==> src/rtl/game_pkg.sv <==
// Shared constants for the reaction-time game: FSM encoding, score limits and
// the target-LED decode used by the controller.
package game_pkg;

  localparam int TARGET_W = 3;

  localparam logic [2:0] ST_IDLE   = 3'd0;
  localparam logic [2:0] ST_WAIT   = 3'd1;
  localparam logic [2:0] ST_REACT  = 3'd2;
  localparam logic [2:0] ST_RESULT = 3'd3;

  localparam logic [19:0] HS_INIT   = 20'h99999;
  localparam logic [19:0] SCORE_MAX = 20'h99999;

  function automatic logic [9:0] led_onehot(input logic [TARGET_W-1:0] t);
    return 10'd1 << t;
  endfunction

endpackage

==> src/rtl/key_debounce.sv <==
// Start-key conditioner: two-flop synchroniser, stable-sample debounce counter
// and a one-cycle pulse when the debounced key goes from pressed to released.
module key_debounce #(
  parameter int DEBOUNCE_MS = 20
) (
  input  logic clk,
  input  logic rst_n,
  input  logic key_n,
  output logic key_release
);

  localparam int CNT_W = (DEBOUNCE_MS > 1) ? $clog2(DEBOUNCE_MS) : 1;
  localparam logic [CNT_W-1:0] CNT_MAX = CNT_W'(DEBOUNCE_MS - 1);

  logic [1:0]       sync;
  logic             level;
  logic [CNT_W-1:0] cnt;

  // The counter tracks consecutive samples that disagree with the accepted
  // level; any agreeing sample restarts the count.
  // NOTE: sequential state uses non-blocking assignments so every flop samples
  // the pre-edge values and simulation matches the synthesised registers.
  always_ff @(posedge clk or negedge rst_n) begin
    if (!rst_n) begin
      sync        <= 2'b11;
      level       <= 1'b1;
      cnt         <= '0;
      key_release <= 1'b0;
    end else begin
      sync        <= {sync[0], key_n};
      key_release <= 1'b0;
      if (sync[1] == level) begin
        cnt <= '0;
      end else if (cnt == CNT_MAX) begin
        level       <= sync[1];
        cnt         <= '0;
        key_release <= sync[1];
      end else begin
        cnt <= cnt + 1'b1;
      end
    end
  end

endmodule

==> src/rtl/reaction_game_ctrl.sv <==
// Reaction-time game controller: arms a random countdown, lights a random
// target LED, times the player's switch response and keeps the best score.
module reaction_game_ctrl
  import game_pkg::*;
#(
  parameter int DEBOUNCE_MS = 20
) (
  input  logic        Clk_1K,
  input  logic        Reset_n,
  input  logic        key_start_n,
  input  logic [9:0]  sw,
  input  logic [8:0]  rand_val,
  input  logic        cd_done,
  input  logic [19:0] cur_score,
  output logic        cd_load,
  output logic [8:0]  cd_value,
  output logic        cu_clear,
  output logic        cu_run,
  output logic [9:0]  ledr,
  output logic [19:0] high_score,
  output logic [19:0] disp_bcd,
  output logic [2:0]  state,
  output logic        new_record
);

  logic                key_release;
  logic [9:0]          sw_meta;
  logic [9:0]          sw_s;
  logic [TARGET_W-1:0] target;
  logic                timeout;
  logic [2:0]          state_nx;
  logic                tgt_sw;
  logic                score_max;
  logic                sw8_unused;

  key_debounce #(
    .DEBOUNCE_MS(DEBOUNCE_MS)
  ) u_key_debounce (
    .clk        (Clk_1K),
    .rst_n      (Reset_n),
    .key_n      (key_start_n),
    .key_release(key_release)
  );

  // sw[8] is a spare switch with no game function.
  assign sw8_unused = sw_s[8];
  assign tgt_sw     = sw_s[target];
  assign score_max  = (cur_score == SCORE_MAX);

  // NOTE: every variable assigned in always_comb gets a default first so no
  // path leaves it unassigned and no latch is inferred.
  always_comb begin
    state_nx = ST_IDLE;
    case (state)
      ST_IDLE:   state_nx = key_release ? ST_WAIT : ST_IDLE;
      ST_WAIT: begin
        if (key_release)          state_nx = ST_IDLE;
        else if (cd_done && !tgt_sw) state_nx = ST_REACT;
        else                      state_nx = ST_WAIT;
      end
      ST_REACT:  state_nx = (score_max || tgt_sw) ? ST_RESULT : ST_REACT;
      ST_RESULT: state_nx = ST_IDLE;
      default:   state_nx = ST_IDLE;
    endcase
  end

  always_ff @(posedge Clk_1K or negedge Reset_n) begin
    if (!Reset_n) begin
      sw_meta    <= '0;
      sw_s       <= '0;
      state      <= ST_IDLE;
      high_score <= HS_INIT;
      ledr       <= '0;
      cd_load    <= 1'b0;
      cd_value   <= '0;
      cu_clear   <= 1'b0;
      cu_run     <= 1'b0;
      new_record <= 1'b0;
      disp_bcd   <= '0;
      target     <= '0;
      timeout    <= 1'b0;
    end else begin
      sw_meta    <= sw;
      sw_s       <= sw_meta;
      state      <= state_nx;
      cd_load    <= 1'b0;
      cu_clear   <= 1'b0;
      new_record <= 1'b0;
      ledr       <= (state_nx == ST_REACT) ? led_onehot(target) : '0;
      // Counting starts one cycle after REACT entry, giving cu_clear a clean cycle.
      cu_run     <= (state == ST_REACT) && (state_nx == ST_REACT);
      disp_bcd   <= sw_s[9] ? high_score : cur_score;

      case (state)
        ST_IDLE: begin
          if (key_release) begin
            target   <= rand_val[7:5];
            cd_value <= (rand_val == '0) ? 9'd1 : rand_val;
            cd_load  <= 1'b1;
          end
        end
        ST_WAIT: begin
          if (state_nx == ST_REACT) cu_clear <= 1'b1;
        end
        ST_REACT: begin
          if (state_nx == ST_RESULT) timeout <= score_max;
        end
        ST_RESULT: begin
          // BCD digits order the same way as binary, so a plain compare works.
          if (!timeout && (cur_score != '0) && (cur_score < high_score)) begin
            high_score <= cur_score;
            new_record <= 1'b1;
          end
        end
        default: ;
      endcase
    end
  end

endmodule

==> config.mk <==
export PLATFORM = sky130hd
export DESIGN_NAME = reaction_game_ctrl
export DESIGN_NICKNAME = d
export VERILOG_FILES = /design/src/rtl/game_pkg.sv /design/src/rtl/key_debounce.sv /design/src/rtl/reaction_game_ctrl.sv
export SDC_FILE = /design/constraint.sdc
export NUM_CORES = 1
export LEC_CHECK = 0
export ABC_AREA = 1
export CORE_ASPECT_RATIO = 0.7
export CORE_MARGIN = 4
export CORE_UTILIZATION = 40
export DETAILED_ROUTE_END_ITERATION = 12
export PLACE_DENSITY = 0.7
export SYNTH_ARGS = -nofsm -noshare
export SYNTH_HDL_FRONTEND = slang
export SYNTH_SLANG_ARGS = --single-unit
==> constraint.sdc <==
create_clock -name Clk_1K -period 2.47 [get_ports Clk_1K]
set_input_delay 0.3705 -clock Clk_1K [delete_from_list [all_inputs] [get_ports Clk_1K]]
set_output_delay 0.3705 -clock Clk_1K [all_outputs]
set_load 0.01 [all_outputs]
==> impl_metrics.env, run 1 <==
export IMPL_result_of_the_run="completed"
export IMPL_postCtsResizedCells=0
export IMPL_timing_critical_path_fanout_max=16
export IMPL_buffer_ports_inserted=104
export IMPL_postSynthRegisterBits=94
export IMPL_die_area_mm2=0.0122
export IMPL_final_cells=697
export IMPL_grt_max_degree=61
export IMPL_cts_made_buffers=9
export IMPL_layout_filler_cells=834
export IMPL_post_synth_arst_share_pct=100
export IMPL_required_time_reported_for_the_critical_path_endpoint_ns=2.74
export IMPL_unrepaired_setup_endpoints_after_global_routing="no"
export IMPL_yosysUniqueCellTypes=32
export IMPL_final_hold_viol_count=0
export IMPL_start_util_pct=42.1
export IMPL_post_route_design_area_mm2=0.00571
export IMPL_grt_first_pass_wirelength_mm=15.9
export IMPL_syn_mean_instance_area_um2=9.27
export IMPL_chipWidth_um=130
export IMPL_cts_root_to_sink_buffers=2
export IMPL_worst_ep_arrival_time_ns=2.28
export IMPL_ctsHoldBuffers=0
export IMPL_fin_tns_setup_ns=0
export IMPL_yosysSeqAreaShare_pct=56.5
export IMPL_global_route_usage_total_pct=17.0
export IMPL_finalWeightedCongestion=0.836
export IMPL_final_antenna_diode_count=0
export IMPL_sequential_cell_area_mm2=0.00237
export IMPL_detailed_place_area_mm2=0.00538
export IMPL_final_min_clock_period_ns=2.01
export IMPL_cellPowerDensity_mw_per_mm2=670
export IMPL_drtAntennaViolNets=0
export IMPL_post_synth_instance_area_mm2=0.00419
export IMPL_setup_viol_count_final=0
export IMPL_layout_nets=627
export IMPL_post_cts_setup_buffer_count=0
export IMPL_grt_antenna_before_repair=0
export IMPL_hold_path_class="primary input to async pin"
export IMPL_drt_wirelength_per_cell_um=14.1
export IMPL_clk_latency_ns=0.34
export IMPL_p_total_mw=3.83
export IMPL_timing_fmax_mhz=499
export IMPL_drc_errors=0
export IMPL_num_io_pins=109
export IMPL_worst_slew_margin_rel_pct=49.4
export IMPL_total_congestion_overflow=0
export IMPL_ys_flop_type="sky130_fd_sc_hd__dfrtp_1"
export IMPL_worst_setup_path_type="flop to flop"
export IMPL_drt_vias_per_instance=4.73
export IMPL_fraction_of_layout_instances_using_a_drive_strength_above_1_pct=12.7
export IMPL_drt_iter0_drc=187
export IMPL_yosys_area_top_type="sky130_fd_sc_hd__dfrtp_1"
export IMPL_slew_violations=0
export IMPL_worstMarginPinSlew_ns=0.759
export IMPL_clk_pin_slew_ns=0.06
export IMPL_yosys_top_cells_count="sky130_fd_sc_hd__nand2_1, sky130_fd_sc_hd__dfrtp_1, sky130_fd_sc_hd__inv_1, sky130_fd_sc_hd__nor2_1, sky130_fd_sc_hd__nand3_1"
export IMPL_tritoncts="yes"
export IMPL_root_buffer="sky130_fd_sc_hd__clkbuf_16"
export IMPL_netlist_instances=452
export IMPL_final_setup_skew_ns=0.00961
export IMPL_worst_ir_drop_vdd_mv=0.369
export IMPL_std_cell_rows=30
export IMPL_leakagePower_nw=2.69
export IMPL_first_global_vias=3187
export IMPL_routed_via_count=3294
export IMPL_core_area_mm2=0.00995
export IMPL_detailedRoute_firstPassIterationCount=7
export IMPL_critical_path_startpoint_type="flop"
export IMPL_die_span_y_um=93.6
export IMPL_routed_wl_mm=9.84
export IMPL_post_synth_top_count_cell="sky130_fd_sc_hd__nand2_1"
export IMPL_dpl_hpwl_mm=7.28
export IMPL_post_route_period_util_pct=81.2
export IMPL_cap_viol_max_count=0
export IMPL_final_core_utilization_pct=57.4
export IMPL_multiInputGateArea_mm2=0.00154
export IMPL_synth_edff_count=0
export IMPL_area_growth_pct=36.4
export IMPL_cp_end_kind="flop"
export IMPL_cts_max_level=3
export IMPL_yosys_top_cells_area="sky130_fd_sc_hd__dfrtp_1, sky130_fd_sc_hd__nand2_1, sky130_fd_sc_hd__dfstp_2"
export IMPL_clock_sinks=94
export IMPL_dp_cells=681
export IMPL_post_synth_top_area_fraction_pct=48.4
export IMPL_synth_warn=0
cell type report:
| class | instances | area share [%] |
|---|---|---|
| Sequential cell | 94 | 41.4 |
| Inverter | 47 | 3.13 |
| Tap cell | 128 | 2.80 |
| Clock buffer | 11 | 4.42 |
| Clock inverter | 5 | 1.42 |
| Timing Repair Buffer | 115 | 19.8 |
| Multi-Input combinational cell | 297 | 26.9 |
power breakdown:
group | switching, mW | leakage (nW) | internal, mW
registers | 0.0644 | 1.09 | 1.66
clock network | 0.566 | 0.162 | 0.941
logic | 0.294 | 1.44 | 0.305
total | 0.924 | 2.69 | 2.91
sequential cells by signal, summed over array words and instances, names as in the netlist:
signal / flops
ledr: 8
new_record: 1
disp_bcd: 20
cu_clear: 1
high_score: 20
cd_load: 1
state: 2
cu_run: 1
timeout: 1
u_key_debounce.level: 1
cd_value: 9
target: 3
u_key_debounce.key_release: 1
u_key_debounce.cnt: 5
sw_s: 9
u_key_debounce.sync: 2
sw_meta: 9
critical path, stage by stage, from the launching register on:
cell and delay [ns]:
sky130_fd_sc_hd__dfstp_2 0.56, sky130_fd_sc_hd__inv_1 0.05, sky130_fd_sc_hd__ha_1 0.30, sky130_fd_sc_hd__a21oi_1 0.12, sky130_fd_sc_hd__o21ai_0 0.09, sky130_fd_sc_hd__nor2_1 0.10
sky130_fd_sc_hd__nand2_1 0.11, sky130_fd_sc_hd__nand2_2 0.15, sky130_fd_sc_hd__buf_4 0.25, sky130_fd_sc_hd__nand3_1 0.10, sky130_fd_sc_hd__nand2_1 0.08
layout by cell type (no fill, tap or decap), types with 10 or more instances in the layout:
cell,netlist,final
sky130_fd_sc_hd__dfrtp_1,81,81
sky130_fd_sc_hd__o21ai_0,15,15
sky130_fd_sc_hd__dfstp_2,13,13
sky130_fd_sc_hd__nand3_1,30,30
sky130_fd_sc_hd__ha_1,20,20
sky130_fd_sc_hd__inv_1,44,44
sky130_fd_sc_hd__nand2_1,126,126
sky130_fd_sc_hd__a21oi_1,22,22
sky130_fd_sc_hd__buf_4,3,11
sky130_fd_sc_hd__nor2_2,10,10
sky130_fd_sc_hd__nor2_1,34,34
sky130_fd_sc_hd__clkdlybuf4s50_1,0,103
cell families after synthesis:
logic type | Yosys count | synth area share, %
flip-flops | 94 | 56.5
adder cells (fa/ha/maj) | 20 | 5.97
AO/OA/AOI/OAI | 39 | 4.75
buffers and inverters | 63 | 6.93
other | 1 | 0.0895
XOR/XNOR | 4 | 0.836
AND/OR/NAND/NOR | 231 | 24.9
metrics by stage:
stage | hold slack (ns) | setup slack [ns]
after floorplan | 0.0749 | 0.640
after global placement | 0.333 | 0.195
after detailed placement | 0.335 | 0.161
after CTS | 0.127 | 0.468
after global routing | 0.148 | 0.260
final | 0.0922 | 0.465
final timing paths:
check | start | end | slack (ns) | depth (start not counted)
worst max-delay path | high_score[11]$_DFFE_PN1P_ | high_score[2]$_DFFE_PN0P_ | 0.46 | 10
worst min-delay path | Reset_n | high_score[18]$_DFFE_PN0P_ | 0.09 | 1
worst max register to register | high_score[11]$_DFFE_PN1P_ | high_score[2]$_DFFE_PN0P_ | 0.46 | 10
worst min register to register | sw_meta[5]$_DFF_PN0_ | sw_s[5]$_DFF_PN0_ | 0.35 | 0
max in group asynchronous | Reset_n | cd_value[2]$_DFFE_PN0P_ | 1.75 | 2
min in group Clk_1K | sw_meta[5]$_DFF_PN0_ | sw_s[5]$_DFF_PN0_ | 0.35 | 0
routing by layer:
metal | track usage (%) | part of all wire, %
met1 | 24.3 | 47
met2 | 24.4 | 44
met3 | 6.22 | 8.3
met4 | 4.37 | 0.96
met5 | 0 | 0
Note: power is estimated with default switching activity, not from simulation.
==> run 2, diff against run 1 <==
clock period = 2 ns   (was 2.47 ns; I/O delays follow)
==> run 2 against run 1 <==
Effect of this change: the run now ends with negative hold slack left; register-to-register slack got worse by 0.39 ns; final cell count rose by 3.6%; hold slack got worse by 0.13 ns; routed wire length rose by 7.6%; first-iteration DRC count rose by 56%; setup slack got worse by 0.39 ns; sequential share of layout area fell by 2.3 points; flip-flop and latch count did not move; non-clock buffer count rose by 24; critical path depth rose by 1; critical endpoint is now high_score[5]$_DFFE_PN0P_.
==> impl_metrics.env, run 2 (synthesis gave the netlist of run 1 again) <==
export IMPL_setup_viol_count_final=0
export IMPL_dpl_hpwl_mm=7.50
export IMPL_mostFrequentLayoutCell="sky130_fd_sc_hd__nand2_1"
export IMPL_drt_wirelength_per_cell_um=14.7
export IMPL_die_area_mm2=0.0122
export IMPL_worst_ir_drop_vdd_mv=0.597
export IMPL_cts_root_to_sink_buffers=2
export IMPL_tritoncts="yes"
export IMPL_p_total_mw=4.61
export IMPL_total_congestion_overflow=0
export IMPL_cap_viol_max_count=0
export IMPL_final_antenna_diode_count=0
export IMPL_violations="negative hold slack"
export IMPL_required_time_reported_for_the_critical_path_endpoint_ns=2.23
export IMPL_postLayoutSetupSlackWorst_ns=0.0769
export IMPL_post_route_design_area_mm2=0.00605
export IMPL_routed_wl_mm=10.6
export IMPL_chipWidth_um=130
export IMPL_post_route_period_util_pct=96.2
export IMPL_critical_path_startpoint_type="flop"
export IMPL_leakagePower_nw=2.83
export IMPL_grt_first_pass_wirelength_mm=16.5
export IMPL_hold_path_class="primary input to async pin"
export IMPL_cts_made_buffers=9
export IMPL_final_hold_viol_count=19
export IMPL_commonest_cells_after_routing_fill_and_taps_aside="sky130_fd_sc_hd__nand2_1, sky130_fd_sc_hd__clkdlybuf4s50_1, sky130_fd_sc_hd__dfrtp_1"
export IMPL_core_area_mm2=0.00995
export IMPL_global_route_usage_total_pct=17.3
export IMPL_routed_via_count=3437
export IMPL_cp_end_kind="flop"
export IMPL_ctsHoldBuffers=0
export IMPL_layout_nets=652
export IMPL_preCtsSetupSlack_ns=-0.181
export IMPL_start_util_pct=42.1
export IMPL_grt_max_degree=95
export IMPL_result_of_the_run="finished with violations"
export IMPL_largest_registers="disp_bcd x20, high_score x20"
export IMPL_std_cell_rows=30
export IMPL_cts_max_level=3
export IMPL_buffer_ports_inserted=104
export IMPL_layout_filler_cells=810
export IMPL_die_span_y_um=93.6
export IMPL_area_growth_pct=44.4
export IMPL_timing_fmax_mhz=520
export IMPL_drt_vias_per_instance=4.76
export IMPL_timing_critical_path_fanout_max=6
export IMPL_clk_pin_slew_ns=0.07
export IMPL_final_min_clock_period_ns=1.92
export IMPL_detailed_place_area_mm2=0.00554
export IMPL_clock_sinks=94
export IMPL_drt_iter0_drc=291
export IMPL_worst_slew_margin_rel_pct=64.6
export IMPL_final_worst_hold_slack_ns=-0.0341
export IMPL_finalWeightedCongestion=0.857
export IMPL_first_global_vias=3383
export IMPL_fraction_of_layout_instances_using_a_drive_strength_above_1_pct=18.4
export IMPL_drc_errors=0
export IMPL_worstMarginPinSlew_ns=0.531
export IMPL_root_buffer="sky130_fd_sc_hd__clkbuf_16"
export IMPL_cellPowerDensity_mw_per_mm2=762
export IMPL_num_io_pins=109
export IMPL_worst_ep_arrival_time_ns=2.16
export IMPL_detailedRoute_firstPassIterationCount=6
export IMPL_slew_violations=0
export IMPL_worst_setup_path_type="flop to flop"
export IMPL_grt_antenna_before_repair=0
export IMPL_final_setup_skew_ns=0.00464
export IMPL_drtAntennaViolNets=0
export IMPL_clk_latency_ns=0.34
run 2: per-stage QoR:
| step | cells | hold WS [ns] | TNS, ns | utilization, % |
|---|---|---|---|---|
| 3_3_place_gp | 700 | 0.333 | -1.73 | 55.6 |
| 5_1_grt | 722 | 0.0435 | -0.0979 | 60.8 |
| 2_1_floorplan | 454 | 0.00441 | 0 | - |
| 3_5_place_dp | 700 | 0.337 | -3.29 | 55.6 |
| 4_1_cts | 716 | 0.0217 | 0 | 58.7 |
| 6_report | 722 | -0.0341 | 0 | 60.8 |
run 2: final cells by class:
| class | instances | area (µm²) | area share (%) |
|---|---|---|---|
| inverters | 47 | 179 | 2.96 |
| multi-input cells | 298 | 1660 | 27.4 |
| flip-flops and latches | 94 | 2370 | 39.1 |
| clock inverters | 7 | 63.8 | 1.05 |
| repair buffers | 139 | 1400 | 23.1 |
| well taps | 128 | 160 | 2.65 |
| clock buffers | 9 | 225 | 3.72 |
run 2: path summary, 6_finish.rpt:
| path | start | to | slack (ns) | cells after the start |
|---|---|---|---|---|
| max reg2reg | high_score[19]$_DFFE_PN1P_ | high_score[5]$_DFFE_PN0P_ | 0.08 | 11 |
| max in group asynchronous | Reset_n | high_score[19]$_DFFE_PN1P_ | 1.58 | 2 |
| min | Reset_n | high_score[13]$_DFFE_PN0P_ | -0.03 | 2 |
| min in group Clk_1K | sw_meta[9]$_DFF_PN0_ | sw_s[9]$_DFF_PN0_ | 0.35 | 0 |
| max | high_score[19]$_DFFE_PN1P_ | high_score[5]$_DFFE_PN0P_ | 0.08 | 11 |
| min reg2reg | sw_meta[9]$_DFF_PN0_ | sw_s[9]$_DFF_PN0_ | 0.35 | 0 |
run 2: repair_timing:
action,4_1_cts,5_1_grt
gates resized for setup,2,21
gates cloned,0,3
setup endpoints to repair,5,21
pin swaps,1,9
setup buffers,0,3
run 2: routing by layer:
layer | GRT usage (%) | routed length (µm) | vias up
met1 | 26.2 | 5140 | 1625
met5 | 0 | 0 | -
li1 | - | - | 1704
met2 | 24.4 | 4690 | 93
met3 | 4.79 | 610 | 15
met4 | 4.54 | 146 | 0
run 2: worst max-delay path: stages, from the launching register on:
cell and delay [ns]:
sky130_fd_sc_hd__dfstp_2 0.55, sky130_fd_sc_hd__inv_1 0.09, sky130_fd_sc_hd__ha_4 0.29, sky130_fd_sc_hd__nand4_1 0.17, sky130_fd_sc_hd__inv_1 0.09, sky130_fd_sc_hd__nand2_1 0.06
sky130_fd_sc_hd__nand3_2 0.09, sky130_fd_sc_hd__nor2_4 0.06, sky130_fd_sc_hd__buf_12 0.13, sky130_fd_sc_hd__clkbuf_16 0.15, sky130_fd_sc_hd__nand3_1 0.07, sky130_fd_sc_hd__nand2_1 0.06
run 2: where the power goes:
group	switching (mW)	internal [mW]
clock network	0.784	0.871
registers	0.0880	2.05
logic	0.394	0.422
